### src/rtl/fmul_share_arbiter_if.sv
// Handshake and data bus between the requesters, the shared float multiplier
// and the arbiter that sits between them.
interface fmul_share_arbiter_if #(
  parameter int unsigned NUM_REQ = 2,
  parameter int unsigned DATA_W  = 128,
  parameter int unsigned TAG_W   = 4
);
  localparam int unsigned ID_W = $clog2(NUM_REQ);

  logic [NUM_REQ-1:0]        req_valid;
  logic [NUM_REQ-1:0]        req_ready;
  logic [NUM_REQ*DATA_W-1:0] req_data;
  logic [NUM_REQ*TAG_W-1:0]  req_tag;
  logic                      mul_valid;
  logic                      mul_ready;
  logic [DATA_W-1:0]         mul_data;
  logic                      mul_rsp_valid;
  logic                      mul_rsp_ready;
  logic [NUM_REQ-1:0]        rsp_valid;
  logic [NUM_REQ-1:0]        rsp_ready;
  logic [TAG_W-1:0]          rsp_tag;
  logic [ID_W-1:0]           rsp_id;
  logic                      busy;

  // Requesters plus multiplier: everything outside the arbiter.
  modport master (
    output req_valid, req_data, req_tag, mul_ready, mul_rsp_valid, rsp_ready,
    input  req_ready, mul_valid, mul_data, mul_rsp_ready, rsp_valid, rsp_tag,
           rsp_id, busy
  );

  // The arbiter itself.
  modport slave (
    input  req_valid, req_data, req_tag, mul_ready, mul_rsp_valid, rsp_ready,
    output req_ready, mul_valid, mul_data, mul_rsp_ready, rsp_valid, rsp_tag,
           rsp_id, busy
  );
endinterface

### src/rtl/fmul_share_arbiter.sv
// Round-robin sharing of one iterative float multiplier among NUM_REQ
// requesters; ownership is held until the owner accepts its result.
module fmul_share_arbiter #(
  parameter int unsigned NUM_REQ = 2,
  parameter int unsigned DATA_W  = 128,
  parameter int unsigned TAG_W   = 4
) (
  input  logic                clk,
  input  logic                reset,
  input  logic                flush,
  fmul_share_arbiter_if.slave bus
);
  localparam int unsigned ID_W = $clog2(NUM_REQ);

  typedef enum logic {IDLE = 1'b0, WAIT_RSP = 1'b1} state_t;

  state_t             state;
  logic [ID_W-1:0]    rr_ptr;
  logic [ID_W-1:0]    owner;
  logic [TAG_W-1:0]   tag_q;

  logic [ID_W-1:0]    grant_idx;
  logic [ID_W-1:0]    cand_id;
  logic [ID_W-1:0]    next_ptr;
  logic [NUM_REQ-1:0] grant;
  logic               found;
  logic               rsp_fire;
  logic               can_issue;
  logic               issue_fire;
  int unsigned        cand;

  // First valid requester at or above rr_ptr, wrapping around.
  always_comb begin
    found     = 1'b0;
    grant_idx = '0;
    grant     = '0;
    cand      = 0;
    cand_id   = '0;
    for (int unsigned k = 0; k < NUM_REQ; k++) begin
      cand    = (32'(rr_ptr) + k) % NUM_REQ;
      cand_id = ID_W'(cand);
      if (!found && bus.req_valid[cand_id]) begin
        found     = 1'b1;
        grant_idx = cand_id;
      end
    end
    if (found) grant[grant_idx] = 1'b1;
  end

  assign next_ptr = (grant_idx == ID_W'(NUM_REQ - 1)) ? '0 : grant_idx + 1'b1;

  assign rsp_fire   = bus.mul_rsp_valid && bus.mul_rsp_ready && (state == WAIT_RSP);
  // Reset gating keeps the request side quiet while reset is held.
  assign can_issue  = !flush && !reset && ((state == IDLE) || rsp_fire);
  assign issue_fire = bus.mul_valid && bus.mul_ready;

  assign bus.mul_valid     = can_issue && found;
  assign bus.mul_data      = bus.req_data[grant_idx*DATA_W +: DATA_W];
  assign bus.req_ready     = grant & {NUM_REQ{can_issue && bus.mul_ready}};
  assign bus.mul_rsp_ready = (state == IDLE) ? 1'b1 : bus.rsp_ready[owner];
  assign bus.rsp_tag       = tag_q;
  assign bus.rsp_id        = owner;
  assign bus.busy          = (state == WAIT_RSP);

  always_comb begin
    bus.rsp_valid        = '0;
    bus.rsp_valid[owner] = bus.mul_rsp_valid && (state == WAIT_RSP) && !flush;
  end

  always_ff @(posedge clk or posedge reset) begin
    if (reset) begin
      state  <= IDLE;
      rr_ptr <= '0;
      owner  <= '0;
      tag_q  <= '0;
    end else if (flush) begin
      state <= IDLE;
      owner <= '0;
      tag_q <= '0;
    end else if (issue_fire) begin
      // Covers both a fresh issue from IDLE and a back-to-back handover.
      state  <= WAIT_RSP;
      owner  <= grant_idx;
      tag_q  <= bus.req_tag[grant_idx*TAG_W +: TAG_W];
      rr_ptr <= next_ptr;
    end else if (rsp_fire) begin
      state <= IDLE;
    end
  end
endmodule

### src/flat_wrapper.sv
// flat-port wrapper written by rule: the top's interface ports become plain ports
module fmul_share_arbiter_flat 
#(
  parameter int unsigned NUM_REQ = 2,
  parameter int unsigned DATA_W  = 128,
  parameter int unsigned TAG_W   = 4
)
  (clk, reset, flush, bus_req_valid, bus_req_data, bus_req_tag, bus_mul_ready, bus_mul_rsp_valid, bus_rsp_ready, bus_req_ready, bus_mul_valid, bus_mul_data, bus_mul_rsp_ready, bus_rsp_valid, bus_rsp_tag, bus_rsp_id, bus_busy);
  fmul_share_arbiter_if #(.NUM_REQ(NUM_REQ), .DATA_W(DATA_W), .TAG_W(TAG_W)) bus_i ();
  input  logic clk;
  input  logic reset;
  input  logic flush;
  input wire logic [$bits(bus_i.req_valid)-1:0] bus_req_valid;
  input wire logic [$bits(bus_i.req_data)-1:0] bus_req_data;
  input wire logic [$bits(bus_i.req_tag)-1:0] bus_req_tag;
  input wire logic [$bits(bus_i.mul_ready)-1:0] bus_mul_ready;
  input wire logic [$bits(bus_i.mul_rsp_valid)-1:0] bus_mul_rsp_valid;
  input wire logic [$bits(bus_i.rsp_ready)-1:0] bus_rsp_ready;
  output wire logic [$bits(bus_i.req_ready)-1:0] bus_req_ready;
  output wire logic [$bits(bus_i.mul_valid)-1:0] bus_mul_valid;
  output wire logic [$bits(bus_i.mul_data)-1:0] bus_mul_data;
  output wire logic [$bits(bus_i.mul_rsp_ready)-1:0] bus_mul_rsp_ready;
  output wire logic [$bits(bus_i.rsp_valid)-1:0] bus_rsp_valid;
  output wire logic [$bits(bus_i.rsp_tag)-1:0] bus_rsp_tag;
  output wire logic [$bits(bus_i.rsp_id)-1:0] bus_rsp_id;
  output wire logic [$bits(bus_i.busy)-1:0] bus_busy;
  assign bus_i.req_valid = bus_req_valid;
  assign bus_i.req_data = bus_req_data;
  assign bus_i.req_tag = bus_req_tag;
  assign bus_i.mul_ready = bus_mul_ready;
  assign bus_i.mul_rsp_valid = bus_mul_rsp_valid;
  assign bus_i.rsp_ready = bus_rsp_ready;
  assign bus_req_ready = bus_i.req_ready;
  assign bus_mul_valid = bus_i.mul_valid;
  assign bus_mul_data = bus_i.mul_data;
  assign bus_mul_rsp_ready = bus_i.mul_rsp_ready;
  assign bus_rsp_valid = bus_i.rsp_valid;
  assign bus_rsp_tag = bus_i.rsp_tag;
  assign bus_rsp_id = bus_i.rsp_id;
  assign bus_busy = bus_i.busy;
  fmul_share_arbiter #(.NUM_REQ(NUM_REQ), .DATA_W(DATA_W), .TAG_W(TAG_W)) u_core (.clk(clk), .reset(reset), .flush(flush), .bus(bus_i));
endmodule
### config.mk
export PLATFORM = sky130hd
export DESIGN_NAME = fmul_share_arbiter_flat
export DESIGN_NICKNAME = d
export VERILOG_FILES = /design/src/rtl/fmul_share_arbiter_if.sv /design/src/rtl/fmul_share_arbiter.sv /design/src/flat_wrapper.sv
export SDC_FILE = /design/constraint.sdc
export NUM_CORES = 1
export LEC_CHECK = 0
export CORE_AREA = 2 2 162 164
export DETAILED_ROUTE_END_ITERATION = 10
export DIE_AREA = 0 0 164 166
export GPL_ROUTABILITY_DRIVEN = 1
export PLACE_DENSITY_LB_ADDON = 0.08
export REMOVE_ABC_BUFFERS = 1
export SLEW_MARGIN = 20
export SYNTH_ARGS = -nofsm -noshare
export SYNTH_HDL_FRONTEND = slang
export SYNTH_SLANG_ARGS = --single-unit
### constraint.sdc
create_clock -name clk -period 2.2 [get_ports clk]
set_input_delay 0.44 -clock clk [delete_from_list [all_inputs] [get_ports clk]]
set_output_delay 0.44 -clock clk [all_outputs]
set_load 0.03 [all_outputs]
# Word-level counts from Yosys, hierarchy flattened
# Cells that the tools add are included.
# W data, S select, Z words.
# op_classes
n_lt_le_gt_ge	6
addsub	2
bitwise_logic	4
reduce_logical	19
shifts	2
muxes	24
# op_table
op	count
$shiftx A256 B9 Y128	1
$mux W1	19
$logic_and A1 B1 Y1	12
$lt A1 B2 Y1 const B	4
$mux W4	2
$shiftx A8 B4 Y4	1
$and A2 B2 Y2	2
$logic_not A1 Y1	3
$reduce_bool A3 Y1	1
$add A1 B1 Y1 const B	2
$demux W1 S1	2
$ge A1 B1 Y1 const B	2
$mux W2	1
$not A1 Y1	2
$reduce_and A2 Y1	1
$reduce_bool A2 Y1	1
$logic_or A1 B1 Y1	1
# word_totals
regBits	7
output_inout_bits	140
inputBits	273

# Logic depth before layout (Yosys ltp)
# depth
depth_word	12
depth_mapped	6
depth_no_buf	4

# Worst setup path after synthesis
# No wires, ideal clock.
# synth_timing
kind	flip-flop to output port
startpoint	reg u_core.owner (netlist: u_core.bus.rsp_id)
endpoint	out bus_mul_valid
slack_ns	-0.163
path_buffers	0
arrival_ns	1.923
stages_incl_launch_ff	4
path_cell_list	dfrtp_1 -> mux2i_1 -> o21a_1 -> nor4_1
# synth_via
elab_chain_cells	8
# synth_rtl
item	line	rtl
start, declared	fmul_share_arbiter.sv:19	logic [ID_W-1:0] owner;
start signal, assigned	fmul_share_arbiter.sv:83	owner <= grant_idx;
$mux W1 (not written as such) (2 in a row)	fmul_share_arbiter.sv:60	assign bus.mul_rsp_ready = (state == IDLE) ? 1'b1 : bus.rsp_ready[owner];
$mux W1	fmul_share_arbiter.sv:60	
$logic_and A1 B1 Y1 (2 in a row)	fmul_share_arbiter.sv:52	assign rsp_fire = bus.mul_rsp_valid && bus.mul_rsp_ready && (state == WAIT_RSP);
$logic_or A1 B1 Y1	fmul_share_arbiter.sv:54	assign can_issue = !flush && !reset && ((state == IDLE) || rsp_fire);
$logic_and A1 B1 Y1	fmul_share_arbiter.sv:54	
$logic_and A1 B1 Y1	fmul_share_arbiter.sv:57	assign bus.mul_valid = can_issue && found;
end, declared	flat_wrapper.sv:20	output wire logic [$bits(bus_i.mul_valid)-1:0] bus_mul_valid;
# Every way passes these cells. The select of a mux whose other input is x is not followed.

# Worst setup path in the final report
# layout_timing
startpoint	reg u_core.rr_ptr
endpoint	out bus_mul_data[6]
# layout_via
elab_chain_cells	7
# layout_rtl
item	line	rtl
start, declared	fmul_share_arbiter.sv:18	logic [ID_W-1:0] rr_ptr;
start signal, assigned	fmul_share_arbiter.sv:85	rr_ptr <= next_ptr;
$mux W1 (not written as such) (2 in a row)	fmul_share_arbiter.sv:42	if (!found && bus.req_valid[cand_id]) begin
$mux W1	fmul_share_arbiter.sv:42	
$logic_not A1 Y1	fmul_share_arbiter.sv:42	
$logic_and A1 B1 Y1	fmul_share_arbiter.sv:42	
$mux W1 (*)	fmul_share_arbiter.sv:42	
$shiftx A256 B9 Y128 (*)	fmul_share_arbiter.sv:58	assign bus.mul_data = bus.req_data[grant_idx*DATA_W +: DATA_W];
end, declared	flat_wrapper.sv:21	output wire logic [$bits(bus_i.mul_data)-1:0] bus_mul_data;
# Mark *: on every way between the ends. The rest lies on a longest branch, timed or not. The select of a mux whose other input is x is not followed.

==> metrics.txt <==
commonest cells after routing, fill and taps aside=clkdlybuf4s50_1, buf_6, mux2_4, mux2_2, buf_4; DP Area=6382 µm²; Row Count=59; # setup viols final=66; Min Clock Period, post-route=between 2000 and 2500 ps; Synth Register Bits=7; largest net degree at the start of global routing=15; Area Overhead vs Synth=300.7%; fmax=433.4 MHz; fill cell count=~2700; H-Tree Depth=1; Register Area=175.2 µm²; Net Sw Power=0.001169 W; nets=between 900 and 1000; worst r2r src=u_core.rr_ptr$_DFFE_PP0P_; Hold WS=around 350 ps; Core Region=roughly 26000 µm²; Clock Tree Root=clkbuf_16; final worst slack=-107.3 ps; Rel. slew slack=0.7670; Power Dens Cells=391.8 nW/µm²; Crit. Startpoint=u_core.rr_ptr$_DFFE_PP0P_; Startpoint Class=flip-flop; sequential share of power=0.049; Max Slew Vio Count=0; pre-CTS setup slack=-828.2 ps; Final Instance Area=approximately 8000 µm²; Unique masters post-synth=21; DR WL/cell=approximately 21 µm; worst vdd ir=0.0001735 V; DRT iter0 DRCs=60; first-pass GRT wire length=between 20000 and 30000 µm; Required @ worst endpoint=1760 ps; Synth warnings=0; antenna violations before repair=2; Sw Ratio=0.3811; reg2reg end=u_core.bus.rsp_tag[3]$_DFFE_PP0P_; syn avg cell area=approximately 11 µm²; final worst-path cycle share=1.049; Final Hold Vio Count=0; # hold bufs at CTS=0; area of the multi-input gates=between 2000 and 2500 µm²; Worst EP arrival=between 1500 and 2000 ps; Leak=around 3.5 nW; Chip Height=166 µm; worst skew pair latency=between 200 and 250 ps; Die Area=between 20000 and 30000 µm²; clock share of power=0.099; Slew @ Worst Pin=approximately 350 ps; Die W=164 µm; R2R depth=9; clk sinks=7; Async SR Flop Fraction=1.000; sequential area share after synthesis=0.08963; GRT Total Usage=0.1373; Clock Tree Buf Depth=2; vias in the first global route=~3700; main flop type after synthesis=dfrtp_1; layout cell share with drive strength beyond 1=0.5157; gpl congestion=about 0.90; CTS tree=yes; violated checks=setup timing; Routed Antenna Nets=0; Cell Area, Synth=between 1500 and 2000 µm²; Critical Path End Type=primary output; max-cap violations=0; routed via count=around 3500; reg2reg setup slack=390 ps; gr ovfl total=0; crit-path max FO=11; Total Wirelength=slightly above 20000 µm; via/cell ratio=between 3 and 4; kind of critical path=reg2out; io pins=between 400 and 500; drc violations=0; initial core utilization=0.07630; RSZ-0062 raised after global routing=true; Clock Pin Slew Worst Setup and Hold Paths=around 40 ps; IO Port Bufs=approximately 400; crit path to=bus_mul_data[6]; clock skew=about 1.5 ps; Power, Total=between 0.003 and 0.004 W; EDFF count, synth=0; dpl hpwl=between 15000 and 20000 µm; DRT Pass-1 Iters=4; outcome=finished with violations; hold crit path type=in2async; commonest non-fill, non-tap cell in the layout=clkdlybuf4s50_1; Num CTS Buffers=3; Internal=around 0.0019 W; Syn Inst Count=~180; logic gate share of total power=0.852
-- worst min path at each step --
stage | startpoint | end | slack [ps]
2_1_floorplan | reset | u_core.bus.busy$_DFFE_PP0P_ | 240
4_1_cts | reset | u_core.bus.rsp_tag[1]$_DFFE_PP0P_ | 360
6_report | reset | u_core.bus.rsp_tag[1]$_DFFE_PP0P_ | 350
3_3_place_gp | u_core.bus.rsp_tag[2]$_DFFE_PP0P_ | u_core.bus.rsp_tag[2]$_DFFE_PP0P_ | 540
5_1_grt | reset | u_core.bus.rsp_tag[1]$_DFFE_PP0P_ | 380
3_5_place_dp | u_core.bus.rsp_tag[2]$_DFFE_PP0P_ | u_core.bus.rsp_tag[2]$_DFFE_PP0P_ | 550
-- cell families (layout without fill, tap and decap cells) --
kind of cell           after synthesis  count (layout)  synth area share
muxes                              137             137            0.7836
buffers and inverters               17             471           0.05057
and+or+nand+nor                     15              15           0.05378
DFF                                  7               7           0.08963
AOI/OAI and AO/OA                    6               6           0.02241
other                                0               1                 0
-- cell usage after synthesis (2+ instances only) --
cell type	n	share of area
mux2_2	128	0.74
mux2i_1	9	0.046
buf_2	7	0.018
buf_4	7	0.027
dfrtp_1	7	0.090
nand2b_1	5	0.016
inv_1	3	0.0058
nand2_1	2	0.0038
nor2_1	2	0.0038
-- sequential cells by signal (all words and copies together), names as in the netlist --
signal	count
u_core.bus.rsp_id	1
u_core.rr_ptr	1
u_core.bus.rsp_tag	4
u_core.bus.busy	1
-- layer usage --
layer	up-vias	routed length, µm	global-route usage
met5	-	12	0
met4	2	53	0.007246
met3	6	1516	0.02997
met2	188	11240	0.2775
met1	1672	7596	0.1493
li1	1598	-	-
-- area by class of cell --
cell class | instances | area share
multi-input combinational | 158 | 0.2638
timing repair buffer | 464 | 0.6485
inverter | 3 | 0.001438
clock buffer | 4 | 0.01007
tap | 335 | 0.05352
antenna | 1 | 0.0003195
sequential | 7 | 0.02237
-- power by group through the flow --
stage	Combinational [W]	Sequential [W]	Clock, W
2_1_floorplan	0.000971	0.000158	0
6_report	0.00261	0.000150	0.000305
5_1_grt	0.00273	0.000152	0.000318
3_3_place_gp	0.00200	0.000151	0
3_5_place_dp	0.00199	0.000152	0
4_1_cts	0.00257	0.000150	0.000310
-- worst max-delay path: stages (launching register included) --
cell	delay, ps
dfrtp_1	420
o21ai_4	180
buf_12	150
buf_4	130
buf_16	140
buf_4	130
mux2_2	330
buf_6	140
-- stage by stage --
stage	util	instances	setup TNS [ps]
3_5_place_dp	0.2492	927	-91510
2_1_floorplan	-	168	-397230
4_1_cts	0.2981	967	-8465
5_1_grt	0.3056	971	-8477
6_report	0.3057	972	-3460
3_3_place_gp	0.2492	927	-89690
-- what timing repair did --
item / in CTS / in global routing
buffers inserted: 24 / 10
endpoints found under the setup margin: 131 / 122
gates resized for setup: 652 / 67
cloned: 13 / 1
pin swaps: 3 / 3
Note: power is estimated with default switching activity, not from simulation.
